`src/rtl/imm_pipe_if.sv`:
```
// Valid/ready bundle between the format decoder, imm_pipe and the ID/EX register.
// The slave modport is the pipe's view; the master modport is the surrounding pipeline's view.
interface imm_pipe_if #(
    parameter int XLEN  = 32,
    parameter int TAG_W = 5
);
    logic             i_valid;
    logic             o_ready;
    logic [31:0]      i_inst;
    logic [6:0]       i_format;
    logic [TAG_W-1:0] i_tag;
    logic             o_valid;
    logic             i_ready;
    logic [XLEN-1:0]  o_immediate;
    logic [TAG_W-1:0] o_tag;
    logic             o_fmt_err;

    modport slave (
        input  i_valid, i_inst, i_format, i_tag, i_ready,
        output o_ready, o_valid, o_immediate, o_tag, o_fmt_err
    );

    modport master (
        output i_valid, i_inst, i_format, i_tag, i_ready,
        input  o_ready, o_valid, o_immediate, o_tag, o_fmt_err
    );
endinterface

```
`src/rtl/imm_pipe.sv`:
```
// Pipelined immediate generator: decodes the sign-extended immediate for a one-hot format
// and presents it, with its tag, through a main register backed by a one-entry skid register.
module imm_pipe #(
    parameter int XLEN  = 32,
    parameter int TAG_W = 5
) (
    input  logic      i_clk,
    input  logic      i_rst_n,
    input  logic      i_flush,
    imm_pipe_if.slave bus
);

    if ((XLEN != 32) && (XLEN != 64)) begin : g_xlen_check
        $error("imm_pipe: XLEN must be 32 or 64");
    end

    typedef enum logic [1:0] {
        ST_EMPTY = 2'd0,
        ST_ONE   = 2'd1,
        ST_TWO   = 2'd2
    } state_t;

    // Returns {fmt_err, immediate}; anything other than exactly one format bit is an error.
    function automatic logic [XLEN:0] decode_imm(input logic [31:0] inst, input logic [6:0] fmt);
        logic s;
        s = inst[31];
        case (fmt)
            7'b0000001: decode_imm = {1'b0, {XLEN{1'b0}}};
            7'b0000010: decode_imm = {1'b0, {(XLEN-11){s}}, inst[30:20]};
            7'b0000100: decode_imm = {1'b0, {(XLEN-11){s}}, inst[30:25], inst[11:7]};
            7'b0001000: decode_imm = {1'b0, {(XLEN-12){s}}, inst[7], inst[30:25], inst[11:8], 1'b0};
            7'b0010000: decode_imm = {1'b0, {(XLEN-31){s}}, inst[30:12], 12'h000};
            7'b0100000: decode_imm = {1'b0, {(XLEN-20){s}}, inst[19:12], inst[20], inst[30:21], 1'b0};
            7'b1000000: decode_imm = {1'b0, {(XLEN-5){1'b0}}, inst[19:15]};
            default:    decode_imm = {1'b1, {XLEN{1'b0}}};
        endcase
    endfunction

    state_t           r_state;
    state_t           w_state_nxt;
    logic             w_acc;
    logic             w_pop;
    logic             w_valid;
    logic             w_ready;
    logic             w_ld_main_in;
    logic             w_ld_main_skid;
    logic             w_ld_skid;
    logic [XLEN:0]    w_dec;

    logic [XLEN-1:0]  r_main_imm;
    logic [TAG_W-1:0] r_main_tag;
    logic             r_main_err;
    logic [XLEN-1:0]  r_skid_imm;
    logic [TAG_W-1:0] r_skid_tag;
    logic             r_skid_err;

    // Handshake qualifiers are derived from the registered state only, so o_ready never
    // depends combinationally on i_ready.
    assign w_acc = bus.i_valid & (r_state != ST_TWO);
    assign w_pop = (r_state != ST_EMPTY) & bus.i_ready;
    assign w_dec = decode_imm(bus.i_inst, bus.i_format);

    // State register.
    always_ff @(posedge i_clk) begin
        if (!i_rst_n) begin
            r_state <= ST_EMPTY;
        end else begin
            r_state <= w_state_nxt;
        end
    end

    // Next-state logic; flush overrides any accept or pop.
    always_comb begin
        w_state_nxt = r_state;
        if (i_flush) begin
            w_state_nxt = ST_EMPTY;
        end else begin
            case (r_state)
                ST_EMPTY: w_state_nxt = w_acc ? ST_ONE : ST_EMPTY;
                ST_ONE: begin
                    if (w_acc && !w_pop) begin
                        w_state_nxt = ST_TWO;
                    end else if (!w_acc && w_pop) begin
                        w_state_nxt = ST_EMPTY;
                    end else begin
                        w_state_nxt = ST_ONE;
                    end
                end
                ST_TWO:   w_state_nxt = w_pop ? ST_ONE : ST_TWO;
                default:  w_state_nxt = ST_EMPTY;
            endcase
        end
    end

    // Output decode and data-register load enables.
    always_comb begin
        w_valid        = 1'b0;
        w_ready        = 1'b1;
        w_ld_main_in   = 1'b0;
        w_ld_main_skid = 1'b0;
        w_ld_skid      = 1'b0;
        case (r_state)
            ST_EMPTY: begin
                w_valid      = 1'b0;
                w_ready      = 1'b1;
                w_ld_main_in = w_acc & ~i_flush;
            end
            ST_ONE: begin
                w_valid      = 1'b1;
                w_ready      = 1'b1;
                w_ld_main_in = w_acc & w_pop & ~i_flush;
                w_ld_skid    = w_acc & ~w_pop & ~i_flush;
            end
            ST_TWO: begin
                w_valid        = 1'b1;
                w_ready        = 1'b0;
                w_ld_main_skid = w_pop & ~i_flush;
            end
            default: begin
                w_valid = 1'b0;
                w_ready = 1'b1;
            end
        endcase
    end

    // Main and skid data registers; they change only when loaded.
    always_ff @(posedge i_clk) begin
        if (!i_rst_n) begin
            r_main_imm <= {XLEN{1'b0}};
            r_main_tag <= {TAG_W{1'b0}};
            r_main_err <= 1'b0;
            r_skid_imm <= {XLEN{1'b0}};
            r_skid_tag <= {TAG_W{1'b0}};
            r_skid_err <= 1'b0;
        end else begin
            if (w_ld_main_in) begin
                r_main_imm <= w_dec[XLEN-1:0];
                r_main_tag <= bus.i_tag;
                r_main_err <= w_dec[XLEN];
            end else if (w_ld_main_skid) begin
                r_main_imm <= r_skid_imm;
                r_main_tag <= r_skid_tag;
                r_main_err <= r_skid_err;
            end
            if (w_ld_skid) begin
                r_skid_imm <= w_dec[XLEN-1:0];
                r_skid_tag <= bus.i_tag;
                r_skid_err <= w_dec[XLEN];
            end
        end
    end

    assign bus.o_valid     = w_valid;
    assign bus.o_ready     = w_ready;
    assign bus.o_immediate = r_main_imm;
    assign bus.o_tag       = r_main_tag;
    assign bus.o_fmt_err   = r_main_err;

endmodule

```
`src/flat_wrapper.sv`:
```
// flat-port wrapper written by rule: the top's interface ports become plain ports
module imm_pipe_flat 
#(
    parameter int XLEN  = 32,
    parameter int TAG_W = 5
)
  (i_clk, i_rst_n, i_flush, bus_i_valid, bus_i_inst, bus_i_format, bus_i_tag, bus_i_ready, bus_o_ready, bus_o_valid, bus_o_immediate, bus_o_tag, bus_o_fmt_err);
  imm_pipe_if #(.XLEN(XLEN), .TAG_W(TAG_W)) bus_i ();
  input  logic i_clk;
  input  logic i_rst_n;
  input  logic i_flush;
  input wire logic [$bits(bus_i.i_valid)-1:0] bus_i_valid;
  input wire logic [$bits(bus_i.i_inst)-1:0] bus_i_inst;
  input wire logic [$bits(bus_i.i_format)-1:0] bus_i_format;
  input wire logic [$bits(bus_i.i_tag)-1:0] bus_i_tag;
  input wire logic [$bits(bus_i.i_ready)-1:0] bus_i_ready;
  output wire logic [$bits(bus_i.o_ready)-1:0] bus_o_ready;
  output wire logic [$bits(bus_i.o_valid)-1:0] bus_o_valid;
  output wire logic [$bits(bus_i.o_immediate)-1:0] bus_o_immediate;
  output wire logic [$bits(bus_i.o_tag)-1:0] bus_o_tag;
  output wire logic [$bits(bus_i.o_fmt_err)-1:0] bus_o_fmt_err;
  assign bus_i.i_valid = bus_i_valid;
  assign bus_i.i_inst = bus_i_inst;
  assign bus_i.i_format = bus_i_format;
  assign bus_i.i_tag = bus_i_tag;
  assign bus_i.i_ready = bus_i_ready;
  assign bus_o_ready = bus_i.o_ready;
  assign bus_o_valid = bus_i.o_valid;
  assign bus_o_immediate = bus_i.o_immediate;
  assign bus_o_tag = bus_i.o_tag;
  assign bus_o_fmt_err = bus_i.o_fmt_err;
  imm_pipe #(.XLEN(XLEN), .TAG_W(TAG_W)) u_core (.i_clk(i_clk), .i_rst_n(i_rst_n), .i_flush(i_flush), .bus(bus_i));
endmodule
```
`config.mk`:
```
export PLATFORM = sky130hd
export DESIGN_NAME = imm_pipe_flat
export DESIGN_NICKNAME = d
export VERILOG_FILES = /design/src/rtl/imm_pipe_if.sv /design/src/rtl/imm_pipe.sv /design/src/flat_wrapper.sv
export SDC_FILE = /design/constraint.sdc
export NUM_CORES = 1
export LEC_CHECK = 0
export CORE_MARGIN = 2
export CORE_UTILIZATION = 50
export DETAILED_ROUTE_END_ITERATION = 8
export DONT_BUFFER_PORTS = 1
export GPL_TIMING_DRIVEN = 0
export PLACE_DENSITY = 0.68
export SKIP_LAST_GASP = 1
export SYNTH_ARGS = -nofsm -noshare
export SYNTH_HDL_FRONTEND = slang
export SYNTH_SLANG_ARGS = --single-unit
export TNS_END_PERCENT = 5
```
`constraint.sdc`:
```
create_clock -name i_clk -period 2.4 [get_ports i_clk]
set_input_delay 0 -clock i_clk [delete_from_list [all_inputs] [get_ports i_clk]]
set_output_delay 0 -clock i_clk [all_outputs]
set_load 0.02 [all_outputs]
```
==> run metrics <==
total number of vias 3431; gr usage total 27.0%; die width 89.9 um; Post-Synthesis Cells 410; required time worst endpoint 2.61 ns; H-tree levels 3; Synth Register Bits 78; Port Buf Inserts 0; ranking of synthesized cells by area dfxtp_1 42%, mux2_2 8.2%, o21ai_0 8.0%, nand2_1 5.7%, a31oi_1 4.7%; final setup violation count 0; final max-slew violation count 0; Async SR Flop Fraction 0%; area growth from synthesis to layout 20.2%; Layout Utilization 61.5%; DR DRC count 0; root buffer selected by CTS clkbuf_8; drt pass-1 iters 4; worst-case reg-to-reg path depth 9; commonest cells in the netlist 78 x dfxtp_1, 59 x o21ai_0, 56 x nand2_1, 28 x a21oi_1, 28 x a31oi_1; vias in the first global route 3310; final WL 10800 um; GP Congestion 0.906; I/O pin count 89; Worst Skew 0.00632 ns; syn_nets 465; Setup WS pre-CTS -0.165 ns; Final Hold Vio Count 0; chip height 89.9 um; area share of the largest cell type after synthesis 42.3%; Layout Cells excl Fill 559; nets 510; CTS tree built; DR WL/cell 19.4 um; clock buffer count from CTS 9; Skew-Pair Late Insertion Delay 0.35 ns; HP Start bus_i_format[4]; most common cell in the synthesized netlist dfxtp_1; die area 8090 um2; Max Clk Rate 424 MHz; Final Cycle Share 98.3%; status completed; largest net degree at the start of global routing 13; hold crit path type in2reg; unique cell type count in the Yosys netlist 50; Slew @ Worst Pin 0.730 ns; Slew headroom 51.1%; final worst path period need 2.36 ns; RR Startpoint u_core.r_state[0]; hpwl dp 7170 um; Placeable Area 7210 um2; Post-DP Area 3810 um2; first-pass GRT wire length 17400 um; CP endpoint kind flop; Clock Path Buffers 2; FILL cells 654; setup tns final 0 ns; Syn. warnings 0; Reg2Reg Setup Slack 0.04 ns; Starting Density 51.2%; Yosys top cell by area dfxtp_1; Clk pin slew, worst setup/hold paths 0.08 ns; EDFF count, synth 0; Leak 1.66 nW; Starting DRT DRC Count 218; largest fanout on the critical path 8; RSZ-0062 raised after global routing true; WHS Endpoint u_core.r_skid_imm[11]; Cell Pwr Density 661 nW/um2; Worst Path Arrival 2.57 ns; crit path launch type flop; synthesized area per cell 9.00 um2; Antenna diodes 0; Routed Antenna Nets 0; Finished Cell Area 4440 um2; Seq/Total Area, Yosys 42.3%; vias per cell 6.14; Final Worst Setup Slack 0.0403 ns; mapped cell area 3690 um2; worst reg2reg endpoint u_core.bus.o_immediate[19]; maximum VDD drop 0.367 mV; CP Class reg2reg; FP Rows 31; hold depth 3; clock sinks 78; postcts setup bufs 0; Main synth FF type dfxtp_1; initial antenna violation count 0; cell count after placement 509; layout cells sized above 1 15.2%; Max Cap Violations 0; GRT Residual Overflow 0
## power by group
group / leakage (nW) / total [mW] / switching (mW) / internal (mW)
clock network: 0.124 / 1.22 / 0.472 / 0.749
logic: 0.897 / 0.292 / 0.164 / 0.128
registers: 0.634 / 1.42 / 0.0757 / 1.34
## worst max-delay path by stage
stage	from	to	depth (start not counted)
2_1_floorplan	u_core.r_state[0]	u_core.bus.o_immediate[12]	8
3_3_place_gp	u_core.r_state[0]	u_core.bus.o_immediate[22]	9
3_5_place_dp	u_core.r_state[0]	u_core.bus.o_immediate[22]	9
4_1_cts	u_core.r_state[0]	u_core.r_skid_imm[16]	10
5_1_grt	u_core.r_state[0]	u_core.bus.o_immediate[17]	9
6_report	u_core.r_state[0]	u_core.bus.o_immediate[19]	9
## layer usage
metal | routed length [um] | share of wire [%] | track usage (%) | vias up
li1 | - | - | - | 1595
met1 | 4620 | 43 | 34.5 | 1678
met2 | 5220 | 48 | 44.5 | 140
met3 | 805 | 7.4 | 6.96 | 18
met4 | 189 | 1.7 | 9.49 | 0
met5 | 0 | 0 | 0 | -
## worst max-delay path, cell delays in order (launching register included)
cell,delay (ns)
dfxtp_1,0.36
inv_1,0.07
ha_1,0.26
nand2b_1,0.21
inv_1,0.10
ha_1,0.14
nand2_1,0.06
a21o_1,0.26
nor2_1,0.60
a21oi_1,0.16
## registers in the layout, indices dropped and copies added, names as in the netlist
signal	count
u_core.r_skid_err	1
u_core.bus.o_immediate	32
u_core.r_state	2
u_core.bus.o_fmt_err	1
u_core.r_skid_imm	32
u_core.r_skid_tag	5
u_core.bus.o_tag	5
## cell families after synthesis
logic type               count (synthesis)  share of synthesized area (%)
AND/OR/NAND/NOR                         91                           13.3
AO/OA/AOI/OAI                          151                           25.0
XOR/XNOR                                 6                           1.42
buffers and inverters                   40                           4.75
adder cells (fa/ha/maj)                  6                           2.03
flip-flops                              78                           42.3
multiplexers                            38                           11.2
## metrics by stage
stage | power [mW] | hold WS (ns)
floorplan | 1.61 | 0.145
detailed placement | 1.67 | 0.158
global placement | 1.67 | 0.148
finish | 2.93 | 0.0149
CTS | 2.93 | 0.000720
global route | 3.04 | 0.0291
## area by class of cell
type,count,area (um2),share of cell area (%)
Multi-Input combinational cell,292,1970,44.5
Inverter,6,22.5,0.508
Clock inverter,3,90.1,2.03
Sequential cell,78,1560,35.2
Timing Repair Buffer,34,340,7.67
Buffer,34,166,3.75
Tap cell,99,124,2.79
Clock buffer,13,159,3.58
## cell usage in the layout (no fill, tap or decap), types with 8 or more instances in the layout
| cell | netlist | routed |
|---|---|---|
| clkbuf_8 | 0 | 11 |
| mux2i_1 | 11 | 11 |
| dfxtp_1 | 78 | 78 |
| a21oi_1 | 28 | 28 |
| nor2_1 | 8 | 8 |
| o21ai_0 | 59 | 59 |
| clkbuf_1 | 21 | 16 |
| mux2_2 | 27 | 27 |
| nand2_1 | 56 | 56 |
| a31oi_1 | 28 | 28 |
| dlygate4sd3_1 | 0 | 34 |
## what timing repair did
| action | CTS | global route |
|---|---|---|
| endpoints found under the setup margin | 32 | 62 |
| hold buffers | 34 | 0 |
| endpoints found under the hold margin | 74 | 0 |
| gates resized for setup | 3 | 14 |
Power figures use the tool's default switching activity.
